<file path="src/rtl/dma_reg_master_pkg.sv">
// Shared types and default widths for the DMA register-port initiator.
package dma_reg_master_pkg;

    localparam int DMA_ADDR_W = 32;
    localparam int DMA_DATA_W = 32;
    localparam int DMA_RD_LAT = 1;
    localparam int DMA_CNT_W  = 16;
    // Wide enough to count up to the largest legal read latency (4).
    localparam int DMA_LAT_W  = 3;

    typedef enum logic [2:0] {
        ST_IDLE,
        ST_WR,
        ST_RD,
        ST_RD_WAIT,
        ST_RESP,
        ST_WR_VFY
    } dma_mst_state_e;

    typedef struct packed {
        logic                  write;
        logic [DMA_DATA_W-1:0] rdata;
        logic                  err;
    } dma_mst_rsp_t;

    function automatic logic is_misaligned(input logic [1:0] lsbs);
        return lsbs != 2'b00;
    endfunction

endpackage

</file>
<file path="src/rtl/dma_reg_master.sv">
// Register-port initiator: one bus cycle per command; write rsp 1 cycle after accept, read rsp 1+RD_LAT.
// rsp held until rsp_ready, no new command meanwhile; DMA_REG_MASTER_WVERIFY_EN adds a write read-back check.
module dma_reg_master
    import dma_reg_master_pkg::*;
#(
    parameter int ADDR_W = DMA_ADDR_W,
    parameter int DATA_W = DMA_DATA_W,
    parameter int RD_LAT = DMA_RD_LAT,
    parameter int CNT_W  = DMA_CNT_W
) (
    input  logic              clk,
    input  logic              rst_n,
    input  logic              cmd_valid,
    output logic              cmd_ready,
    input  logic              cmd_write,
    input  logic [ADDR_W-1:0] cmd_addr,
    input  logic [DATA_W-1:0] cmd_wdata,
    output logic              rsp_valid,
    input  logic              rsp_ready,
    output logic              rsp_write,
    output logic [DATA_W-1:0] rsp_rdata,
    output logic              rsp_err,
    output logic              wr_en,
    output logic              rd_en,
    output logic [ADDR_W-1:0] addr,
    output logic [DATA_W-1:0] wdata,
    input  logic [DATA_W-1:0] rdata,
    output logic [CNT_W-1:0]  txn_count
);

    dma_mst_state_e       r_state;
    dma_mst_rsp_t         r_rsp;
    logic                 r_rsp_valid;
    logic                 r_wr_en;
    logic                 r_rd_en;
    logic [ADDR_W-1:0]    r_addr;
    logic [DATA_W-1:0]    r_wdata;
    logic [DMA_LAT_W-1:0] r_lat_cnt;
    logic [CNT_W-1:0]     r_txn_cnt;
`ifdef DMA_REG_MASTER_WVERIFY_EN
    logic [DATA_W-1:0]    r_cmd_wdata;
`endif
    logic                 w_cmd_fire;

    // Gated by rst_n so nothing is accepted while the block is held in reset.
    assign cmd_ready  = rst_n & (r_state == ST_IDLE);
    assign w_cmd_fire = cmd_valid & cmd_ready;

    always_ff @(posedge clk or negedge rst_n) begin
        if (!rst_n) begin
            r_state     <= ST_IDLE;
            r_rsp       <= '0;
            r_rsp_valid <= 1'b0;
            r_wr_en     <= 1'b0;
            r_rd_en     <= 1'b0;
            r_addr      <= '0;
            r_wdata     <= '0;
            r_lat_cnt   <= '0;
            r_txn_cnt   <= '0;
`ifdef DMA_REG_MASTER_WVERIFY_EN
            r_cmd_wdata <= '0;
`endif
        end else begin
            if (r_wr_en | r_rd_en)
                r_txn_cnt <= r_txn_cnt + CNT_W'(1);

            case (r_state)
                ST_IDLE: begin
                    if (w_cmd_fire) begin
                        r_rsp.write <= cmd_write;
                        if (is_misaligned(cmd_addr[1:0])) begin
                            r_rsp.err   <= 1'b1;
                            r_rsp.rdata <= '0;
                            r_rsp_valid <= 1'b1;
                            r_state     <= ST_RESP;
                        end else if (cmd_write) begin
                            r_wr_en <= 1'b1;
                            r_addr  <= cmd_addr;
                            r_wdata <= cmd_wdata;
`ifdef DMA_REG_MASTER_WVERIFY_EN
                            r_cmd_wdata <= cmd_wdata;
`endif
                            r_state <= ST_WR;
                        end else begin
                            r_rd_en <= 1'b1;
                            r_addr  <= cmd_addr;
                            r_state <= ST_RD;
                        end
                    end
                end
                ST_WR: begin
                    r_wr_en <= 1'b0;
                    r_wdata <= '0;
`ifdef DMA_REG_MASTER_WVERIFY_EN
                    // Address stays on the bus for the read-back strobe.
                    r_rd_en <= 1'b1;
                    r_state <= ST_WR_VFY;
`else
                    r_addr      <= '0;
                    r_rsp.err   <= 1'b0;
                    r_rsp.rdata <= '0;
                    r_rsp_valid <= 1'b1;
                    r_state     <= ST_RESP;
`endif
                end
                ST_RD, ST_WR_VFY: begin
                    r_rd_en   <= 1'b0;
                    r_addr    <= '0;
                    r_lat_cnt <= DMA_LAT_W'(1);
                    r_state   <= ST_RD_WAIT;
                end
                ST_RD_WAIT: begin
                    if (r_lat_cnt == DMA_LAT_W'(RD_LAT)) begin
                        r_rsp.rdata <= DMA_DATA_W'(rdata);
`ifdef DMA_REG_MASTER_WVERIFY_EN
                        r_rsp.err   <= r_rsp.write & (rdata != r_cmd_wdata);
`else
                        r_rsp.err   <= 1'b0;
`endif
                        r_rsp_valid <= 1'b1;
                        r_state     <= ST_RESP;
                    end else begin
                        r_lat_cnt <= r_lat_cnt + DMA_LAT_W'(1);
                    end
                end
                ST_RESP: begin
                    if (rsp_ready) begin
                        r_rsp       <= '0;
                        r_rsp_valid <= 1'b0;
                        r_state     <= ST_IDLE;
                    end
                end
                default: r_state <= ST_IDLE;
            endcase
        end
    end

    assign rsp_valid = r_rsp_valid;
    assign rsp_write = r_rsp.write;
    assign rsp_rdata = DATA_W'(r_rsp.rdata);
    assign rsp_err   = r_rsp.err;
    assign wr_en     = r_wr_en;
    assign rd_en     = r_rd_en;
    assign addr      = r_addr;
    assign wdata     = r_wdata;
    assign txn_count = r_txn_cnt;

endmodule

</file>
<file path="config.mk">
export PLATFORM = sky130hd
export DESIGN_NAME = dma_reg_master
export DESIGN_NICKNAME = d
export VERILOG_FILES = /design/src/rtl/dma_reg_master_pkg.sv /design/src/rtl/dma_reg_master.sv
export SDC_FILE = /design/constraint.sdc
export NUM_CORES = 1
export LEC_CHECK = 0
export CAP_MARGIN = 20
export CORE_UTILIZATION = 49
export CTS_BUF_LIST = sky130_fd_sc_hd__clkbuf_4 sky130_fd_sc_hd__clkbuf_8
export DETAILED_ROUTE_END_ITERATION = 8
export PLACE_DENSITY = 0.89
export SETUP_SLACK_MARGIN = 0.1
export SLEW_MARGIN = 20
export SYNTH_ARGS = -nofsm -noshare
export SYNTH_HDL_FRONTEND = slang
export SYNTH_SLANG_ARGS = --single-unit
</file>
<file path="constraint.sdc">
create_clock -name clk -period 4.05 [get_ports clk]
set_clock_uncertainty 0.2 [all_clocks]
set_input_delay 0.81 -clock clk [delete_from_list [all_inputs] [get_ports clk]]
set_output_delay 0.81 -clock clk [all_outputs]
set_load 0.02 [all_outputs]
</file>
==> results.txt <==
The post-cts repair resize count came out at 0. For this run, the number of standard cells in the final layout without fillers is 915. The analysis attributes to cell leakage a power of ~0.0034 uW. The number of antenna violations at the first check in global routing is 0. The number of routed nets with antenna violations is 0. The total half-perimeter wirelength after legalization and detailed placement came out at 10.4 mm. The multiplexer share of the synthesized area is 0.0594. In this run the power density over the cells is 623 nW/um2. The number of hold buffers added after CTS was 0. The number of levels in the clock H-tree came out at 4. The number of buffers and inverters on the critical path is 1.

The cell area after placement came out at 7810 um2. The library cell used most frequently in the layout, excluding fill and tap cells, is clkdlybuf4s50_1. The via count of the first global-routing pass is 4891. In this run the core area contains 38 standard-cell rows. The number of max-cap violations came out at 0. The kind of start point of the critical path is a register.

The clock reaches the later pin of the worst-skew pair after 0.41 ns. The worst min-delay path category is input port to async pin. The adder and majority gate portion of the synthesized area is 0.00672.

The worst register-to-register path ends at rsp_rdata[20]. Counting flops and latches in the post-synthesis netlist gives 123. The die boundary height is 109 um.

The synthesized netlist contains 45 unique library cells. The top cell types in the final layout, fill and taps aside, are 217 x clkdlybuf4s50_1, 123 x dfrtp_1, 98 x o21ai_0. The share of synthesized area occupied by flip-flops and latches came out at 0.551. The critical path is of the register to primary output type. At the pin with the least slew margin, the transition time is 0.989 ns. The total global routing overflow is 0. The cell class contributing the biggest share of worst-path delay is simple AND/OR/NAND/NOR gates.

The routed via count divided by cell count came out at 5.38. The wire length per cell after detailed routing came out at 16.3 um. In this run, synthesis inferred 0 flip-flops with an integrated enable. The worst-case IR drop observed on VDD is 0.476 mV.

The worst reg-to-reg setup slack came out at around 1.4 ns. The post-synthesis net count is 662. The post-synthesis async set-or-reset flop share came out at 1.00.

The number of buffers added on ports is between 200 and 250. The headroom to the max-slew limit is 0.341. The critical path goes through or2_1 > nor2_1 > and2_1 > clkdlybuf4s50_1. The first-pass iteration count of the detailed router is 4. The top-level I/O count is 219.

The worst-path maximum fanout came out at 35. The area occupied by multi-input gates is 2160 um2. The fraction of final layout cells with drive strength greater than 1 is 0.0658. Setup repair after global routing left no endpoint under its margin. The number of placed cells counting well taps came out at around 880. The data arrival time at the worst-slack endpoint is 2.62 ns. The filler cells instantiated in the layout total approximately 770. The hold violation count in the final report came out at 0. The clock-pin slew on the worst setup and hold paths is 0.07 ns. The clock period could shrink to 3.63 ns. Of the total synthesized cell area, the portion taken by XOR and XNOR cells is 0.0235. The netlist area before placement is ~5600 um2. The buffer levels on the longest clock path came out at 2. The compound-gate portion of the synthesized area is 0.154.

The largest net degree at the start of global routing is 67. Counting every sink on the clock net gives roughly 120. The completed layout was analyzed and its total power is 5120 uW.

The layout overhead on the synthesized area came out at 47.3%. The number of setup violations in the final report is 0. Dividing the final minimum period by the clock period gives 0.897. Adding up every negative setup slack in the final design gives 0 ns. The final routed wirelength across all metal layers came out at 14.9 mm. The global-route usage over all layers came out at 0.258. The depth of the most critical reg-to-reg path is 6. The number of setup buffers added after CTS is 0. The fraction of the mapped netlist area in simple logic gates came out at 0.143. The floorplan die width came out at 109 um. The critical path runs through a total of 4 cells. The number of inserted diodes is 0. The number of pins exceeding their max-slew limit in the final report is 0. Dividing the synthesized area by the synthesized cell count gives 10.0 um2. The flow ran to the end, and the final reports show no timing, DRC or antenna violations. The number of nets in the final layout came out at between 800 and 900. The dominant combinational cell family by area after synthesis is compound AO/OA/AOI/OAI gates. TritonCTS built the clock tree. The utilization after layout is 0.749. The worst register-to-register path begins at r_state[2].

The dominant register cell in the synthesized netlist is dfrtp_1. The Yosys warning count is 0. For this configuration, the core starts out at a cell density of 0.509. The required time of the critical path is ~3.0 ns. The total DRC errors in the routed layout is 0. The routed layout has between 4000 and 5000 vias. The sort of element at the end of the critical path is a primary output.

The first-pass GRT wire length is 23.4 mm. For this design, the slowest cell found on the critical path is or2_1. The delay contributed by the slowest stage of the critical path came out at 0.80 ns. The core area is 11000 um2. The maximum clock frequency came out at 0.275 GHz. The post-route standard cell area excluding fillers is 8230 um2. The cell count after synthesis came out at 558. The global placement routability congestion came out at approximately 0.84. The number of DRC markers after the initial detailed-route iteration came out at 304. TritonCTS created 17 clock buffers. The tree is rooted in a clkbuf_8. The die covers 11800 um2. The footprint of the flip-flops and latches is 3080 um2.
## worst max-delay path by stage
stage	startpoint	end	slack, ns
after floorplan	r_state[0]	cmd_ready	1.84
after global placement	r_state[1]	cmd_ready	0.95
after detailed placement	r_state[1]	cmd_ready	0.90
after CTS	r_state[1]	cmd_ready	0.43
after global routing	r_state[1]	cmd_ready	0.25
final	r_state[1]	cmd_ready	0.42
## sequential cells by signal, summed over array words and instances (netlist names)
name / count
wdata: 32
rsp_err: 1
r_state: 3
rsp_rdata: 32
txn_count: 16
addr: 32
rsp_write: 1
rd_en: 1
rsp_valid: 1
r_lat_cnt: 3
wr_en: 1
## power by group
group          switching (uW)  internal [uW]  leakage, uW
logic                    1080           1040      0.00162
clock network             473            627     0.000201
registers                 313           1600      0.00160
## cells by family after synthesis
| logic type | Yosys count |
|---|---|
| fa+ha+maj | 3 |
| xor+xnor | 15 |
| compound gates | 148 |
| flops | 123 |
| buf+inv | 81 |
| simple gates | 155 |
| mux | 33 |
## Yosys cell counts (all sizes together), types with 3 or more instances
cell type	count	area share
nand4	3	0.0034
o21ai	100	0.090
a211oi	3	0.0049
and2	4	0.0045
buf	11	0.016
xor2	4	0.0063
a21oi	6	0.0054
ha	3	0.0067
nand3	38	0.034
nor2	14	0.0094
mux2i	32	0.057
nor3	3	0.0027
nand2b	36	0.041
nand2	43	0.029
xnor2	11	0.017
dfrtp	123	0.55
clkbuf	31	0.021
inv	39	0.026
a22oi	31	0.042
nor2b	3	0.0034
## metal layers
layer	vias up	global-route usage	share of wire
met5	-	0	0
met4	0	0.107	0.017
met3	22	0.0747	0.063
met2	201	0.437	0.52
met1	2379	0.308	0.40
li1	2318	-	-
## area by class of cell
| cell class | count | area share |
|---|---|---|
| multi-input cells | 354 | 0.263 |
| repair buffers | 227 | 0.273 |
| inverters | 39 | 0.0178 |
| clock inverters | 9 | 0.0137 |
| clock buffers | 23 | 0.0370 |
| well taps | 140 | 0.0213 |
| flip-flops and latches | 123 | 0.374 |
## through the flow
| step | hold slack, ns | setup slack, ns |
|---|---|---|
| after global routing | 0.0252 | 0.250 |
| after detailed placement | 0.274 | 0.902 |
| after global placement | 0.259 | 0.950 |
| final | 0.0479 | 0.416 |
| after CTS | 0.0251 | 0.429 |
| after floorplan | 0.281 | 1.84 |
## worst register-to-register path, delay by kind of cell (launching register included)
kind / cells / cell delay, ns
buffers and inverters: 2 / 0.70
flip-flops: 1 / 0.71
multiplexers: 1 / 0.31
AND/OR/NAND/NOR: 3 / 0.62
Power figures use the tool's default switching activity.
